===== src/rtl/mul_seq_arbiter_if.sv =====
// Handshake bundle for mul_seq_arbiter: two operand requesters, one result channel and busy.
// The master modport is the requester/consumer side; the slave modport is the multiplier.
interface mul_seq_arbiter_if #(
    parameter int WIDTH = 8
);
    logic             req0_valid;
    logic             req0_ready;
    logic [WIDTH-1:0] req0_a;
    logic [WIDTH-1:0] req0_b;
    logic             req1_valid;
    logic             req1_ready;
    logic [WIDTH-1:0] req1_a;
    logic [WIDTH-1:0] req1_b;
    logic             rsp_valid;
    logic             rsp_ready;
    logic [WIDTH-1:0] rsp_data;
    logic             rsp_ovf;
    logic             rsp_id;
    logic             busy;

    modport master (
        output req0_valid, req0_a, req0_b,
        output req1_valid, req1_a, req1_b,
        output rsp_ready,
        input  req0_ready, req1_ready,
        input  rsp_valid, rsp_data, rsp_ovf, rsp_id, busy
    );

    modport slave (
        input  req0_valid, req0_a, req0_b,
        input  req1_valid, req1_a, req1_b,
        input  rsp_ready,
        output req0_ready, req1_ready,
        output rsp_valid, rsp_data, rsp_ovf, rsp_id, busy
    );
endinterface


===== src/rtl/mul_seq_arbiter.sv =====
// Shared shift-add multiplier with a two-way round-robin front end; returns (a*b) mod 2^WIDTH and overflow.
// Define MUL_SEQ_ARBITER_FORMAL_EN to add a shadow product register and formal properties.
module mul_seq_arbiter #(
    parameter int WIDTH = 8
) (
    input logic              clk,
    input logic              rst,
    mul_seq_arbiter_if.slave bus
);
    localparam int CNT_W = $clog2(WIDTH + 1);

    localparam logic [1:0] S_IDLE = 2'd0;
    localparam logic [1:0] S_RUN  = 2'd1;
    localparam logic [1:0] S_DONE = 2'd2;

    logic [1:0]         r_state;
    logic               r_last_grant;
    logic [2*WIDTH-1:0] r_a_sh;
    logic [2*WIDTH-1:0] r_acc;
    logic [WIDTH-1:0]   r_b_sh;
    logic [CNT_W-1:0]   r_cnt;
    logic               r_id;

    logic               w_idle;
    logic               w_done;
    logic               w_grant;
    logic               w_any_valid;
    logic               w_hs;
    logic [WIDTH-1:0]   w_a;
    logic [WIDTH-1:0]   w_b;

    always_comb begin
        w_idle      = (r_state == S_IDLE);
        w_done      = (r_state == S_DONE);
        w_any_valid = bus.req0_valid | bus.req1_valid;
        if (bus.req0_valid && bus.req1_valid) begin
            w_grant = ~r_last_grant;
        end else begin
            w_grant = bus.req1_valid;
        end
        w_hs = w_idle & w_any_valid;
        w_a  = w_grant ? bus.req1_a : bus.req0_a;
        w_b  = w_grant ? bus.req1_b : bus.req0_b;
    end

    assign bus.req0_ready = w_idle & w_any_valid & ~w_grant;
    assign bus.req1_ready = w_idle & w_any_valid & w_grant;
    assign bus.busy       = ~w_idle;
    assign bus.rsp_valid  = w_done;
    assign bus.rsp_data   = w_done ? r_acc[WIDTH-1:0] : '0;
    assign bus.rsp_ovf    = w_done & (|r_acc[2*WIDTH-1:WIDTH]);
    assign bus.rsp_id     = w_done & r_id;

    // RUN spans WIDTH+1 cycles; the final step sees b_sh already empty, so it adds nothing.
    always_ff @(posedge clk or posedge rst) begin
        if (rst) begin
            r_state      <= S_IDLE;
            r_last_grant <= 1'b1;
            r_a_sh       <= '0;
            r_acc        <= '0;
            r_b_sh       <= '0;
            r_cnt        <= '0;
            r_id         <= 1'b0;
        end else begin
            case (r_state)
                S_IDLE: begin
                    if (w_hs) begin
                        r_a_sh       <= {{WIDTH{1'b0}}, w_a};
                        r_b_sh       <= w_b;
                        r_acc        <= '0;
                        r_cnt        <= '0;
                        r_id         <= w_grant;
                        r_last_grant <= w_grant;
                        r_state      <= S_RUN;
                    end
                end
                S_RUN: begin
                    if (r_b_sh[0]) begin
                        r_acc <= r_acc + r_a_sh;
                    end
                    r_a_sh <= r_a_sh << 1;
                    r_b_sh <= r_b_sh >> 1;
                    r_cnt  <= r_cnt + CNT_W'(1);
                    if (r_cnt == CNT_W'(WIDTH)) begin
                        r_state <= S_DONE;
                    end
                end
                S_DONE: begin
                    if (bus.rsp_ready) begin
                        r_state <= S_IDLE;
                    end
                end
                default: r_state <= S_IDLE;
            endcase
        end
    end

`ifdef MUL_SEQ_ARBITER_FORMAL_EN
    logic [2*WIDTH-1:0] r_shadow;
    logic [1:0]         r_skip0;
    logic [1:0]         r_skip1;

    // Skip counters track grants handed to the other side while a requester waits.
    always_ff @(posedge clk or posedge rst) begin
        if (rst) begin
            r_shadow <= '0;
            r_skip0  <= '0;
            r_skip1  <= '0;
        end else begin
            if (w_hs) begin
                r_shadow <= {{WIDTH{1'b0}}, w_a} * {{WIDTH{1'b0}}, w_b};
            end
            if (!bus.req0_valid || bus.req0_ready) begin
                r_skip0 <= '0;
            end else if (bus.req1_ready && r_skip0 != 2'd3) begin
                r_skip0 <= r_skip0 + 2'd1;
            end
            if (!bus.req1_valid || bus.req1_ready) begin
                r_skip1 <= '0;
            end else if (bus.req0_ready && r_skip1 != 2'd3) begin
                r_skip1 <= r_skip1 + 2'd1;
            end
        end
    end

    a_result: assert property (@(posedge clk) disable iff (rst)
        bus.rsp_valid |-> (bus.rsp_data == r_shadow[WIDTH-1:0]) &&
                          (bus.rsp_ovf == (|r_shadow[2*WIDTH-1:WIDTH])));
    a_rsp_stable: assert property (@(posedge clk) disable iff (rst)
        bus.rsp_valid && !bus.rsp_ready |=> bus.rsp_valid && $stable(bus.rsp_data) &&
                                            $stable(bus.rsp_ovf) && $stable(bus.rsp_id));
    a_one_ready: assert property (@(posedge clk) disable iff (rst)
        !(bus.req0_ready && bus.req1_ready));
    a_busy: assert property (@(posedge clk) disable iff (rst)
        bus.busy == (r_state != S_IDLE));
    a_fair0: assert property (@(posedge clk) disable iff (rst) r_skip0 <= 2'd1);
    a_fair1: assert property (@(posedge clk) disable iff (rst) r_skip1 <= 2'd1);

    m_req0_hold: assume property (@(posedge clk) disable iff (rst)
        bus.req0_valid && !bus.req0_ready |=> bus.req0_valid &&
                                              $stable(bus.req0_a) && $stable(bus.req0_b));
    m_req1_hold: assume property (@(posedge clk) disable iff (rst)
        bus.req1_valid && !bus.req1_ready |=> bus.req1_valid &&
                                              $stable(bus.req1_a) && $stable(bus.req1_b));
`endif
endmodule


===== src/flat_wrapper.sv =====
// flat-port wrapper written by rule: the top's interface ports become plain ports
module mul_seq_arbiter_flat 
#(
    parameter int WIDTH = 8
)
  (clk, rst, bus_req0_valid, bus_req0_a, bus_req0_b, bus_req1_valid, bus_req1_a, bus_req1_b, bus_rsp_ready, bus_req0_ready, bus_req1_ready, bus_rsp_valid, bus_rsp_data, bus_rsp_ovf, bus_rsp_id, bus_busy);
  mul_seq_arbiter_if #(.WIDTH(WIDTH)) bus_i ();
  input logic clk;
  input logic rst;
  input wire logic [$bits(bus_i.req0_valid)-1:0] bus_req0_valid;
  input wire logic [$bits(bus_i.req0_a)-1:0] bus_req0_a;
  input wire logic [$bits(bus_i.req0_b)-1:0] bus_req0_b;
  input wire logic [$bits(bus_i.req1_valid)-1:0] bus_req1_valid;
  input wire logic [$bits(bus_i.req1_a)-1:0] bus_req1_a;
  input wire logic [$bits(bus_i.req1_b)-1:0] bus_req1_b;
  input wire logic [$bits(bus_i.rsp_ready)-1:0] bus_rsp_ready;
  output wire logic [$bits(bus_i.req0_ready)-1:0] bus_req0_ready;
  output wire logic [$bits(bus_i.req1_ready)-1:0] bus_req1_ready;
  output wire logic [$bits(bus_i.rsp_valid)-1:0] bus_rsp_valid;
  output wire logic [$bits(bus_i.rsp_data)-1:0] bus_rsp_data;
  output wire logic [$bits(bus_i.rsp_ovf)-1:0] bus_rsp_ovf;
  output wire logic [$bits(bus_i.rsp_id)-1:0] bus_rsp_id;
  output wire logic [$bits(bus_i.busy)-1:0] bus_busy;
  assign bus_i.req0_valid = bus_req0_valid;
  assign bus_i.req0_a = bus_req0_a;
  assign bus_i.req0_b = bus_req0_b;
  assign bus_i.req1_valid = bus_req1_valid;
  assign bus_i.req1_a = bus_req1_a;
  assign bus_i.req1_b = bus_req1_b;
  assign bus_i.rsp_ready = bus_rsp_ready;
  assign bus_req0_ready = bus_i.req0_ready;
  assign bus_req1_ready = bus_i.req1_ready;
  assign bus_rsp_valid = bus_i.rsp_valid;
  assign bus_rsp_data = bus_i.rsp_data;
  assign bus_rsp_ovf = bus_i.rsp_ovf;
  assign bus_rsp_id = bus_i.rsp_id;
  assign bus_busy = bus_i.busy;
  mul_seq_arbiter #(.WIDTH(WIDTH)) u_core (.clk(clk), .rst(rst), .bus(bus_i));
endmodule

===== config.mk =====
export PLATFORM = sky130hd
export DESIGN_NAME = mul_seq_arbiter_flat
export DESIGN_NICKNAME = d
export VERILOG_FILES = /design/src/rtl/mul_seq_arbiter_if.sv /design/src/rtl/mul_seq_arbiter.sv /design/src/flat_wrapper.sv
export SDC_FILE = /design/constraint.sdc
export NUM_CORES = 1
export LEC_CHECK = 0
export CAP_MARGIN = 20
export CORE_MARGIN = 2
export CORE_UTILIZATION = 50
export DETAILED_ROUTE_END_ITERATION = 8
export GPL_TIMING_DRIVEN = 0
export PLACE_DENSITY = 0.82
export SYNTH_ARGS = -nofsm -noshare
export SYNTH_HDL_FRONTEND = slang
export SYNTH_SLANG_ARGS = --single-unit

===== constraint.sdc =====
create_clock -name clk -period 2.6 [get_ports clk]
set_input_delay 0.26 -clock clk [delete_from_list [all_inputs] [get_ports clk]]
set_output_delay 0.26 -clock clk [all_outputs]
set_load 0.01 [all_outputs]

# Word level (Yosys, flattened, before mapping)
# Index checks and enable logic that the tools add are counted.
dict set report op_classes {
  n_addsub 2
  n_mul 0
  div 0
  magnitude_cmp 0
  n_eq_ne 7
  shift 0
  muxes 17
  bitwise 9
  reduce_logical 8
}
# op n
set op_table {}
lappend op_table {{16-bit case mux with 2 select lines} 2}
lappend op_table {{16-bit 2-to-1 mux} 3}
lappend op_table {{8-bit 2-to-1 mux} 4}
lappend op_table {{16-bit adder} 1}
lappend op_table {{8-bit case mux with 2 select lines} 1}
lappend op_table {{4-bit case mux with 2 select lines} 1}
lappend op_table {{8-bit OR reduction} 1}
lappend op_table {{2-bit 2-to-1 mux} 3}
lappend op_table {{2-bit case mux with 3 select lines} 1}
lappend op_table {{3-bit AND reduction} 2}
lappend op_table {{1-bit bitwise AND} 5}
lappend op_table {{4-bit by 1-bit adder with 4-bit output (second input constant)} 1}
lappend op_table {{4-bit equality test (second input constant)} 1}
lappend op_table {{4-bit 2-to-1 mux} 1}
lappend op_table {{2-bit by 1-bit != test with 1-bit output (second input constant)} 2}
lappend op_table {{2-bit != test (second input constant)} 2}
lappend op_table {{2-bit AND reduction} 2}
lappend op_table {{1-bit NOT} 3}
lappend op_table {{2-bit by 1-bit equality test with 1-bit output (second input constant)} 1}
lappend op_table {{2-bit equality test (second input constant)} 1}
lappend op_table {{2-bit logical NOT} 1}
lappend op_table {{2-bit nonzero test} 1}
lappend op_table {{1-bit logical AND} 1}
lappend op_table {{1-bit 2-to-1 mux} 1}
lappend op_table {{1-bit bitwise OR} 1}
dict set report word_totals {
  regBits 48
  latchBits 0
  ram_bits 0
  romBits 0
  input_bits 37
  output_inout_bits 14
  elab_cells 50
  memories 0
}

# Logic depth before layout (Yosys ltp)
# Gate-level depths: netlist of the first run.
dict set report depth {
  ltp_word 5
  ltp_mapped 9
  mapped_depth_nobuf 9
}

# Least setup slack after synthesis of the first run
# OpenSTA, ideal clock, no wires.
dict set report synth_path {
  path_type {reg2reg}
  startpoint {register u_core.r_acc[0]}
  endpoint {register u_core.r_acc[14]}
  setup_ns 0.125
  t_arrival_ns 1.969
  required_time_ns 2.475
  slack_ns 0.506
  path_stages_with_launch 10
  path_buffers 0
  period_less_slack_ns 2.094
  cell_sequence {dfrtp_1 > ha_1 > inv_1 > fa_1 > nor2b_4 > o31a_1 > o31a_1 > a221oi_2 > mux2i_1 > nand2_1}
}
dict set report synth_between {
  elab_chain_cells 3
}
# element line
set synth_lines {}
lappend synth_lines {{start: declaration} mul_seq_arbiter.sv:19} ;# logic [2*WIDTH-1:0] r_acc;
lappend synth_lines {{start signal: assignment} mul_seq_arbiter.sv:79} ;# r_acc <= r_acc + r_a_sh;
lappend synth_lines {{16-bit adder} mul_seq_arbiter.sv:79}
lappend synth_lines {{16-bit 2-to-1 mux} mul_seq_arbiter.sv:78} ;# if (r_b_sh[0]) begin
lappend synth_lines {{16-bit case mux with 2 select lines} mul_seq_arbiter.sv:65} ;# case (r_state)
# No other way between the ends. The select of a mux whose other input is x is not followed.
# A chain may end at the register's enable or synchronous reset.

# Final worst setup path of the first run
dict set report layout_path {
  startpoint {input bus_req1_valid}
  endpoint {output bus_req1_ready}
}
dict set report layout_between {
  elab_chain_cells 3
  elab_cells_between_ends 5
  cone_classes {mux (1); bitwise (3); reduce/logical (1)}
}
# element line
set layout_lines {}
lappend layout_lines {{start: declaration} flat_wrapper.sv:13} ;# input wire logic [$bits(bus_i.req1_valid)-1:0] bus_req1_valid;
lappend layout_lines {{1-bit bitwise OR / 1-bit logical AND (equally long branches)} {mul_seq_arbiter.sv:35, mul_seq_arbiter.sv:36}}
lappend layout_lines {{1-bit bitwise AND / 1-bit 2-to-1 mux (equally long branches)} {mul_seq_arbiter.sv:47, mul_seq_arbiter.sv:36}}
lappend layout_lines {{1-bit bitwise AND *} mul_seq_arbiter.sv:47} ;# assign bus.req1_ready = w_idle & w_any_valid & w_grant;
lappend layout_lines {{end: declaration} flat_wrapper.sv:18} ;# output wire logic [$bits(bus_i.req1_ready)-1:0] bus_req1_ready;
# Every way passes the cells marked *; elsewhere a longest branch is shown, timed or not.

==> summary.md, run 1 <==
| Metric | Value |
|---|---|
| Status | `finished clean` |
| Worst path depth | `5` |
| Routability-driven placement congestion ratio | `about 0.94` |
| Via count | `approximately 2.5k` |
| DP Wirelength | `a little over 5000 um` |
| CTS Hold Bufs | `0` |
| CP Cell Sequence | `clkdlybuf4s50_1 -> nand2_2 -> buf_2 -> nor2_1 -> clkdlybuf4s50_1` |
| DP Cell Count | `431` |
| Critical path's most frequent cell | `clkdlybuf4s50_1` |
| Final hold violation count | `0` |
| CORE AREA | `about 0.0055 mm2` |
| Maximum clock rate | `0.415 GHz` |
| Worst setup EP type | `output port` |
| Syn Area/Cell | `around 9.4 um2` |
| Main synth FF type | `dfrtp_1` |
| Non-Filler Instances | `about 440` |
| Synth top cells by count | `dfrtp_1 (47), nand2_1 (43), o21ai_0 (34), mux2i_1 (19), ha_1 (17)` |
| Max FO, Critical Path | `10` |
| Worst skew pair latency | `around 0.31 ns` |
| Crit path time final | `2.41 ns` |
| Ranking of synthesized cells by area | `dfrtp_1 (41%), ha_1 (7.4%), mux2i_1 (6.6%)` |
| Cell Rows | `27` |
| Grt met1 use | `0.284` |
| Layout area overhead | `24.0%` |
| Routed WL per cell | `~15 um` |
| WP data arrival | `roughly 2.2 ns` |
| DRC Markers | `0` |
| Leakage Power | `approximately 1.7 nW` |
| Share of layout cells above drive strength 1 | `0.0601` |
| Worst Max-Slew Pin Slew | `roughly 0.47 ns` |
| Post-synth EDFFs | `0` |
| Reg2reg end | `u_core.r_acc[14]` |
| I/O Pins | `slightly above 50` |
| Tot GR Track Use | `0.231` |
| Initial Util | `0.522` |
| Number of global-route vias before repair | `about 2.5k` |
| Worst-case reg-to-reg path depth | `9` |
| First-pass GRT wire length | `about 11000 um` |
| CTS tree | `built` |
| Hold Path Class | `input port to asynchronous set/reset pin` |
| CP top delay family | `buffers and inverters` |
| Max-slew violation count | `0` |
| R2R setup slack | `about 0.31 ns` |
| Via-to-Cell Ratio | `about 5.7` |
| GRT met3 Usage | `0.0584` |
| Maximum Capacitance Violations | `0` |
| Max incr delay on CP | `0.60 ns` |
| Final setup fails | `0` |
| Postcts setup bufs | `0` |
| Clock root cell | `clkbuf_8` |
| Port Buf Inserts | `50` |
| Initial antenna violation count | `0` |
| Post-synthesis cell type count | `between 50 and 60` |
| Clk buf depth | `2` |
| Final Cycle Share | `0.928` |
| Flop and latch count out of synthesis | `48` |
| Pin count of the biggest net entering global routing | `29` |
| Worst setup path startpoint | `bus_req1_valid` |
| 1st-iter DRT viols | `89` |
| WL final | `6470 um` |
| Share of the synthesized area in the top cell type | `0.407` |
| Hold Worst Slack | `0.267 ns` |
| Setup TNS | `0 ns` |
| CTS buffer count | `5` |
| GR Overflow Total | `0` |
| Largest area contributor in the netlist | `dfrtp_1` |
| Fillers | `463` |
| Critical Path RT | `2.34 ns` |
| R2R Path Start | `u_core.r_a_sh[0]` |
| Post-DRT Antenna Nets | `0` |
| Chip Width | `between 80 and 90 um` |
| Cells after synthesis | `308` |
| Die Span Y | `~80 um` |
| Slowest stage cell, crit path | `clkdlybuf4s50_1` |
| Syn nets | `between 300 and 400` |
| Final Util | `0.647` |
| GRT busiest layer | `met2` |
| Warnings from Yosys | `0` |
| Final nets | `420` |
| Pwr per Cell Area | `1100 mW/mm2` |
| Post-Syn Area | `just under 0.003 mm2` |
| Clock skew | `approximately 0.0054 ns` |
| Seq/Total Area, Yosys | `0.416` |
| Worst Slack Setup Final | `between 0.15 and 0.2 ns` |
| Clock transition at path regs | `approximately 0.090 ns` |
| Number of clock sinks | `48` |
| Count leader, synth | `dfrtp_1` |
| Critical path buffers and inverters | `3` |
| Grt met2 use | `0.393` |
| RSZ-0062 raised after global routing | `false` |
| Die area | `around 0.0064 mm2` |
| Last element of the critical path | `bus_req1_ready` |
| N_diodes | `0` |
| Async SR Flop Fraction | `1.00` |
| Worst setup path category | `input port to output port` |
| VDD IR max | `~570 uV` |
| Slew headroom | `0.685` |
| Pre-antenna DRT Iters | `4` |
| H-Tree Depth | `2` |
| Pre-CTS WS | `0.0405 ns` |
| Critical path startpoint category | `input port` |
-- repair_timing --
item,4_1_cts,5_1_grt
hold endpoints to repair,0,0
setup endpoints to repair,0,2
gates resized for setup,0,1
-- registers in the layout, indices dropped and copies added, names as in the netlist --
name                 count
u_core.r_b_sh            8
u_core.r_state           2
u_core.r_cnt             4
u_core.r_id              1
u_core.r_acc            16
u_core.r_last_grant      1
u_core.r_a_sh           16
-- routing by layer --
metal  routed length (um)  up-vias  part of all wire
li1                     -     1229                 -
met1                 2830     1200              0.44
met2                 3170       70              0.49
met3                  354       11             0.055
met4                  111        0             0.017
met5                    0        -                 0
-- through the flow --
stage | power (mW) | area (um2)
finish | 3.93 | 3590
floorplan | 2.95 | 2890
global placement | 3.41 | 3480
CTS | 3.95 | 3590
detailed placement | 3.50 | 3500
global route | 4.33 | 3590
-- cell type report --
cell class | count | area, um2 | area share
Buffer | 12 | 50.0 | 0.0140
Clock buffer | 6 | 72.6 | 0.0202
Clock inverter | 2 | 12.5 | 0.00349
Inverter | 10 | 37.5 | 0.0105
Multi-Input combinational cell | 237 | 1600 | 0.446
Sequential cell | 48 | 1200 | 0.335
Tap cell | 72 | 90.1 | 0.0251
Timing Repair Buffer | 51 | 520 | 0.145
-- report_power, final --
part	internal, mW	total (mW)	switching (mW)
Combinational	0.919	2.12	1.20
Clock	0.188	0.446	0.258
Sequential	1.09	1.37	0.278
Total	2.20	3.93	1.73
-- cell families (layout without fill, tap and decap cells) --
group	count (synthesis)	count (layout)	synth area share
buffers and inverters	23	81	0.0316
AO/OA/AOI/OAI	93	93	0.213
multiplexers	19	19	0.0657
flip-flops	48	48	0.416
adder cells (fa/ha/maj)	18	18	0.0804
AND/OR/NAND/NOR	98	98	0.166
XOR/XNOR	9	9	0.0273
-- placed cells by master (no fill, tap or decap), types with 3 or more instances in the layout --
cell type	netlist	final
o21a_1	3	3
and3_1	3	3
buf_2	4	4
ha_1	17	17
mux2i_1	19	19
a21oi_1	12	12
nand2_1	43	42
nand2b_1	3	3
nor2_1	10	10
clkdlybuf4s50_1	0	50
xor2_1	7	7
nand3_1	15	15
nor3b_1	3	3
a22oi_1	14	14
inv_1	10	9
and2_1	9	9
clkbuf_1	7	7
clkbuf_8	0	5
dfrtp_1	47	47
a21o_1	6	6
o21ai_0	34	34
-- worst min path at each step --
stage / start / end / slack, ns / cells after the start
after floorplan: bus_rsp_ready / u_core.r_state[1] / 0.35 / 1
after global placement: u_core.r_id / u_core.r_id / 0.46 / 1
after detailed placement: u_core.r_id / u_core.r_id / 0.46 / 1
after CTS: rst / u_core.r_b_sh[7] / 0.28 / 2
after global routing: rst / u_core.r_cnt[3] / 0.30 / 2
final: rst / u_core.r_cnt[3] / 0.27 / 2
Power figures use the tool's default switching activity.
==> run 2, diff against run 1 <==
- GPL_TIMING_DRIVEN: 0 -> unset
==> run 2 against run 1 <==
  * Routed wire length shrank 3.5%
  * Register-to-register slack is essentially flat
  * First-iteration DRC count is 100% higher
  * Non-clock buffer count down 6
  * Count of clock-buffer cells in the layout is the same
  * Flip-flop and latch count did not move
  * Power barely moved
  * Setup slack improved by 0.13 ns
  * Critical path type is now flip-flop to flip-flop
  * Design area down 0.49%
  * Largest power group unchanged
  * Clock power about the same
  * Sequential power about the same
  * Global-route usage decreased by 1.4 points
==> summary.md, run 2 (synthesis gave the netlist of run 1 again) <==
| Metric | Value |
|---|---|
| Max FO, Critical Path | `4 (-6)` |
| Final nets | `414 (-1.4%)` |
| Share of layout cells above drive strength 1 | `0.0667 (+0.00656)` |
| Fillers | `475 (+2.6%)` |
| Status | `finished clean` |
| Routed WL per cell | `14.5 um (-2.1%)` |
| Final setup fails | `0 (unchanged)` |
| Pwr per Cell Area | `1100 mW/mm2 (+0.51%)` |
| Layout area overhead | `23.4%` |
| Cell Rows | `27 (unchanged)` |
| R2R Path Start | `u_core.r_acc[0]` |
| Leakage Power | `1.67 nW (-0.17%)` |
| PnR Total Power | `3.93 mW (about the same)` |
| Number of clock sinks | `48 (unchanged)` |
| Worst setup EP type | `flip-flop` |
| Port Buf Inserts | `50 (unchanged)` |
| Worst Max-Slew Pin Slew | `0.607 ns (+0.136 ns)` |
| Slew headroom | `0.595 (-0.0896)` |
| Initial Util | `0.522 (unchanged)` |
| Maximum clock rate | `0.438 GHz (+5.7%)` |
| Clock skew | `0.00623 ns (+0.000820 ns)` |
| Number of global-route vias before repair | `2382 (-4.5%)` |
| H-Tree Depth | `2 (unchanged)` |
| Clock transition at path regs | `0.09 ns (about the same)` |
| Routability-driven placement congestion ratio | `1.00 (+6.4%)` |
| Pin count of the biggest net entering global routing | `49 (+69%)` |
| Maximum Capacitance Violations | `0 (unchanged)` |
| Pre-antenna DRT Iters | `4 (unchanged)` |
| R2R setup slack | `0.32 ns (about the same)` |
| Chip Width | `80.1 um (unchanged)` |
| Worst-case reg-to-reg path depth | `9 (unchanged)` |
| Critical Path RT | `2.79 ns (+0.45 ns)` |
| Final Cycle Share | `0.878 (-0.0499)` |
| Die area | `0.00641 mm2 (unchanged)` |
| CTS tree | `built` |
| Top Registers | `u_core.r_a_sh (16), u_core.r_acc (16), u_core.r_b_sh (8)` |
| CORE AREA | `0.00554 mm2 (unchanged)` |
| First-pass GRT wire length | `11000 um (-4.1%)` |
| Post-DRT Antenna Nets | `0 (unchanged)` |
| Worst setup path startpoint | `u_core.r_acc[0]` |
| 1st-iter DRT viols | `181 (+100%)` |
| CTS Hold Bufs | `0 (unchanged)` |
| Final hold violation count | `0 (unchanged)` |
| Clock root cell | `clkbuf_8` |
| N_diodes | `0 (unchanged)` |
| Initial antenna violation count | `0 (unchanged)` |
| Last element of the critical path | `u_core.r_acc[14]` |
| Resized cells post-CTS | `0 (unchanged)` |
| GR Overflow Total | `0 (unchanged)` |
| Die Span Y | `80.1 um (unchanged)` |
| Critical path startpoint category | `flip-flop` |
| Postcts setup bufs | `0 (unchanged)` |
| Tot GR Track Use | `0.217 (-0.0135)` |
| RSZ-0062 raised after global routing | `false` |
| DRC Markers | `0 (unchanged)` |
| Hold Path Class | `input port to asynchronous set/reset pin` |
| WL final | `6240 um (-3.5%)` |
| Clk buf depth | `2 (unchanged)` |
| Hold Worst Slack | `0.409 ns (+0.143 ns)` |
| Setup TNS | `0 ns (unchanged)` |
| Via count | `2443 (-2.7%)` |
| Worst setup path category | `flip-flop to flip-flop` |
| DP Wirelength | `4730 um (-6.7%)` |
| Worst skew pair latency | `0.31 ns (about the same)` |
| WP data arrival | `2.47 ns (+0.32 ns)` |
| Commonest cells after routing, fill and taps aside | `clkdlybuf4s50_1 (50), dfrtp_1 (47), nand2_1 (43)` |
| CTS buffer count | `5 (unchanged)` |
| I/O Pins | `51 (unchanged)` |
| Crit path time final | `2.28 ns (-0.130 ns)` |
| Commonest non-fill, non-tap cell in the layout | `clkdlybuf4s50_1` |
| Reg2reg end | `u_core.r_acc[14]` |
| VDD IR max | `473 uV (-17%)` |
| Via-to-Cell Ratio | `5.66 (-1.3%)` |
| Max-slew violation count | `0 (unchanged)` |
==> run 2: changes by cell type in the layout (fill, tap and decap cells not counted), sizes merged <==
| cell | change |
|---|---|
| clkbuf | -6 |
==> run 2: area by class of cell <==
| type | instances | area (um2) | share of cell area |
|---|---|---|---|
| Timing Repair Buffer | 57 | 553 | 0.155 |
| Tap cell | 72 | 90.1 | 0.0252 |
| Clock inverter | 2 | 12.5 | 0.00351 |
| Sequential cell | 48 | 1200 | 0.337 |
| Multi-Input combinational cell | 237 | 1600 | 0.449 |
| Inverter | 10 | 37.5 | 0.0105 |
| Clock buffer | 6 | 72.6 | 0.0203 |
==> run 2: per-stage QoR <==
stage / cells / utilization / instance area, um2 / worst slack, ns
floorplan: 308 / - / 2890 / 0.506
global placement: 424 / 0.629 / 3480 / 0.432
detailed placement: 424 / 0.629 / 3480 / 0.363
CTS: 432 / 0.644 / 3570 / 0.332
global route: 432 / 0.644 / 3570 / 0.188
finish: 432 / 0.644 / 3570 / 0.318
==> run 2: how the worst min path moves through the flow <==
stage / cells after the start / from / endpoint
global route: 3 / rst / u_core.r_cnt[2]
floorplan: 1 / bus_rsp_ready / u_core.r_state[1]
finish: 3 / rst / u_core.r_cnt[2]
detailed placement: 1 / u_core.r_id / u_core.r_id
CTS: 3 / rst / u_core.r_cnt[1]
global placement: 1 / u_core.r_id / u_core.r_id
==> run 2: power breakdown <==
| part | total, mW | switching, mW | internal [mW] | leakage [nW] |
|---|---|---|---|---|
| registers | 1.38 | 0.290 | 1.09 | 0.607 |
| clock network | 0.443 | 0.255 | 0.188 | 0.0412 |
| logic | 2.11 | 1.17 | 0.937 | 1.03 |
| total | 3.93 | 1.72 | 2.22 | 1.67 |
==> run 2: per-layer routing <==
layer  track usage  wire (um)  part of all wire
met5             0          0                 0
met2         0.360       3050              0.49
met3        0.0371        290             0.046
met1         0.290       2840              0.46
met4        0.0678         60            0.0096
==> run 2: critical path, stage by stage, from the launching register on <==
cell and delay, ns:
dfrtp_1 0.40, ha_1 0.24, inv_1 0.08, fa_1 0.25, nor2b_4 0.05, o31a_1 0.27
o31a_1 0.31, a221oi_2 0.28, mux2i_1 0.22, nand2_1 0.07
==> run 3, diff against run 2 <==
- HOLD_SLACK_MARGIN: unset -> 0.1
- REMOVE_ABC_BUFFERS: unset -> 1
- SLEW_MARGIN: unset -> 20
==> run 3 against run 2 <==
  * Design area increased by 1.1%
  * Critical path depth decreased by 5
  * Sequential share of layout area decreased by 0.37 points
  * Clock skew decreased by 0.0018 ns
  * Non-clock buffer count decreased by 1
  * Maximum frequency increased by 1.7%
  * Highest routed layer unchanged
==> summary.md, run 3 (synthesis gave the netlist of run 1 again) <==
| Metric | Value |
|---|---|
| Final Cell Area | `0.00361 mm2 (+1.1%)` |
| Max incr delay on CP | `0.55 ns (+0.15 ns)` |
| CTS tree | `built` |
| H-Tree Depth | `2 (unchanged)` |
| CP Cell Sequence | `or2_1 -> o21bai_4 -> a21oi_1 -> clkdlybuf4s50_1` |
| Final Cycle Share | `0.863 (-0.0147)` |
| Clock transition at path regs | `0.09 ns (about the same)` |
| GRT met3 Usage | `0.0360 (-0.00112)` |
| Max FO, Critical Path | `17 (+13)` |
| Top Registers | `u_core.r_a_sh (16), u_core.r_acc (16), u_core.r_b_sh (8)` |
| Slew headroom | `0.590 (-0.00570)` |
| Number of global-route vias before repair | `2506 (+5.2%)` |
| Postcts setup bufs | `0 (unchanged)` |
| Clock root cell | `clkbuf_8` |
| GR Overflow Total | `0 (unchanged)` |
| Final nets | `413 (-0.24%)` |
| Final setup fails | `0 (unchanged)` |
| Tot GR Track Use | `0.232 (+0.0144)` |
| Commonest non-fill, non-tap cell in the layout | `clkdlybuf4s50_1` |
| VDD IR max | `682 uV (+44%)` |
| RSZ-0062 raised after global routing | `false` |
| Hold Path Class | `input port to asynchronous set/reset pin` |
| Worst setup path category | `flip-flop to output port` |
| Layout area overhead | `24.8%` |
| Pwr per Cell Area | `1160 mW/mm2 (+5.4%)` |
| Via count | `2566 (+5.0%)` |
| Chip Width | `80.1 um (unchanged)` |
| Critical Path RT | `2.34 ns (-0.45 ns)` |
| Leakage Power | `1.69 nW (+1.2%)` |
| I/O Pins | `51 (unchanged)` |
| Slowest stage cell, crit path | `clkdlybuf4s50_1` |
| First-pass GRT wire length | `11800 um (+7.0%)` |
| Initial Util | `0.522 (unchanged)` |
| Die area | `0.00641 mm2 (unchanged)` |
| WL final | `6820 um (+9.2%)` |
| Grt met2 use | `0.388 (+0.0275)` |
| Non-Filler Instances | `431 (-0.23%)` |
| DP Wirelength | `4780 um (+1.1%)` |
| Worst skew pair latency | `0.30 ns (about the same)` |
| Maximum clock rate | `0.446 GHz (+1.7%)` |
| Worst setup EP type | `output port` |
| Post-DRT Antenna Nets | `0 (unchanged)` |
| Port Buf Inserts | `50 (unchanged)` |
| Initial antenna violation count | `0 (unchanged)` |
| Worst Max-Slew Pin Slew | `0.616 ns (+0.00855 ns)` |
| Via-to-Cell Ratio | `5.95 (+5.3%)` |
| PnR Total Power | `4.19 mW (+6.6%)` |
| Pre-antenna DRT Iters | `4 (unchanged)` |
| Resized cells post-CTS | `0 (unchanged)` |
| WP data arrival | `1.98 ns (-0.49 ns)` |
| Pre-CTS WS | `0.404 ns (+0.0417 ns)` |
| CTS Hold Bufs | `0 (unchanged)` |
| GRT busiest layer | `met2` |
| Final hold violation count | `0 (unchanged)` |
| CTS buffer count | `5 (unchanged)` |
| Number of clock sinks | `48 (unchanged)` |
| DRC Markers | `0 (unchanged)` |
| Cell Rows | `27 (unchanged)` |
| Clk buf depth | `2 (unchanged)` |
| Clock skew | `0.00443 ns (-0.00179 ns)` |
| Status | `finished clean` |
| Die Span Y | `80.1 um (unchanged)` |
| Fillers | `457 (-3.8%)` |
| Pin count of the biggest net entering global routing | `49 (unchanged)` |
| Dpl cell area | `0.00348 mm2 (-0.22%)` |
| Commonest cells after routing, fill and taps aside | `clkdlybuf4s50_1 (50), dfrtp_1 (47), nand2_1 (43)` |
| Grt met1 use | `0.309 (+0.0181)` |
| Crit path time final | `2.24 ns (-0.0382 ns)` |
| Share of layout cells above drive strength 1 | `0.0641 (-0.00260)` |
| N_diodes | `0 (unchanged)` |
| Worst Slack Setup Final | `0.356 ns (+0.0382 ns)` |
| Max-slew violation count | `0 (unchanged)` |
| 1st-iter DRT viols | `156 (-14%)` |
| DP Cell Count | `423 (-0.24%)` |
| Routed WL per cell | `15.8 um (+9.4%)` |
| Maximum Capacitance Violations | `0 (unchanged)` |
| Routability-driven placement congestion ratio | `1.02 (+2.2%)` |
| CORE AREA | `0.00554 mm2 (unchanged)` |
| Critical path startpoint category | `flip-flop` |
[run 3: power breakdown]
part / total, mW / internal (mW) / switching (mW) / leakage, nW
Combinational: 2.16 / 0.929 / 1.23 / 1.02
Clock: 0.645 / 0.385 / 0.261 / 0.0654
Sequential: 1.39 / 1.09 / 0.298 / 0.607
Total: 4.19 / 2.41 / 1.79 / 1.69
[run 3: final cells by class]
type,count,area [um2],share of cell area
inverter,10,37.5,0.0104
clock buffer,6,72.6,0.0201
multi-input combinational,237,1600,0.444
tap,72,90.1,0.0250
timing repair buffer,56,546,0.151
sequential,48,1200,0.333
clock inverter,2,60.1,0.0166
[run 3: per-stage QoR]
stage / TNS, ns / util / hold WS (ns)
after floorplan: -1.94 / - / 0.351
after global placement: 0 / 0.628 / 0.451
after detailed placement: 0 / 0.628 / 0.462
after CTS: 0 / 0.652 / 0.444
after global routing: 0 / 0.652 / 0.472
final: 0 / 0.652 / 0.422
[run 3: critical path: cells and delay by family (launching register included)]
family                 cells  cell delay (ns)
buffers and inverters      1             0.55
AOI/OAI and AO/OA          2             0.44
DFF                        1             0.40
and+or+nand+nor            1             0.28
[run 3: metal layers]
layer / vias to the layer above / share of wire
met5: - / 0
met4: 0 / 0.013
met3: 11 / 0.040
met2: 78 / 0.49
met1: 1262 / 0.45
li1: 1215 / -
[run 3: worst paths after layout]
path / startpoint / to / slack, ns / cells past startpoint
worst max-delay path: u_core.r_state[0] / bus_req0_ready / 0.36 / 4
worst min-delay path: rst / u_core.r_cnt[1] / 0.42 / 3
worst max register to register: u_core.r_acc[0] / u_core.r_acc[14] / 0.37 / 9
worst min register to register: u_core.r_id / u_core.r_id / 0.48 / 1
max in group asynchronous: rst / u_core.r_acc[10] / 1.76 / 3
min in group clk: u_core.r_id / u_core.r_id / 0.48 / 1
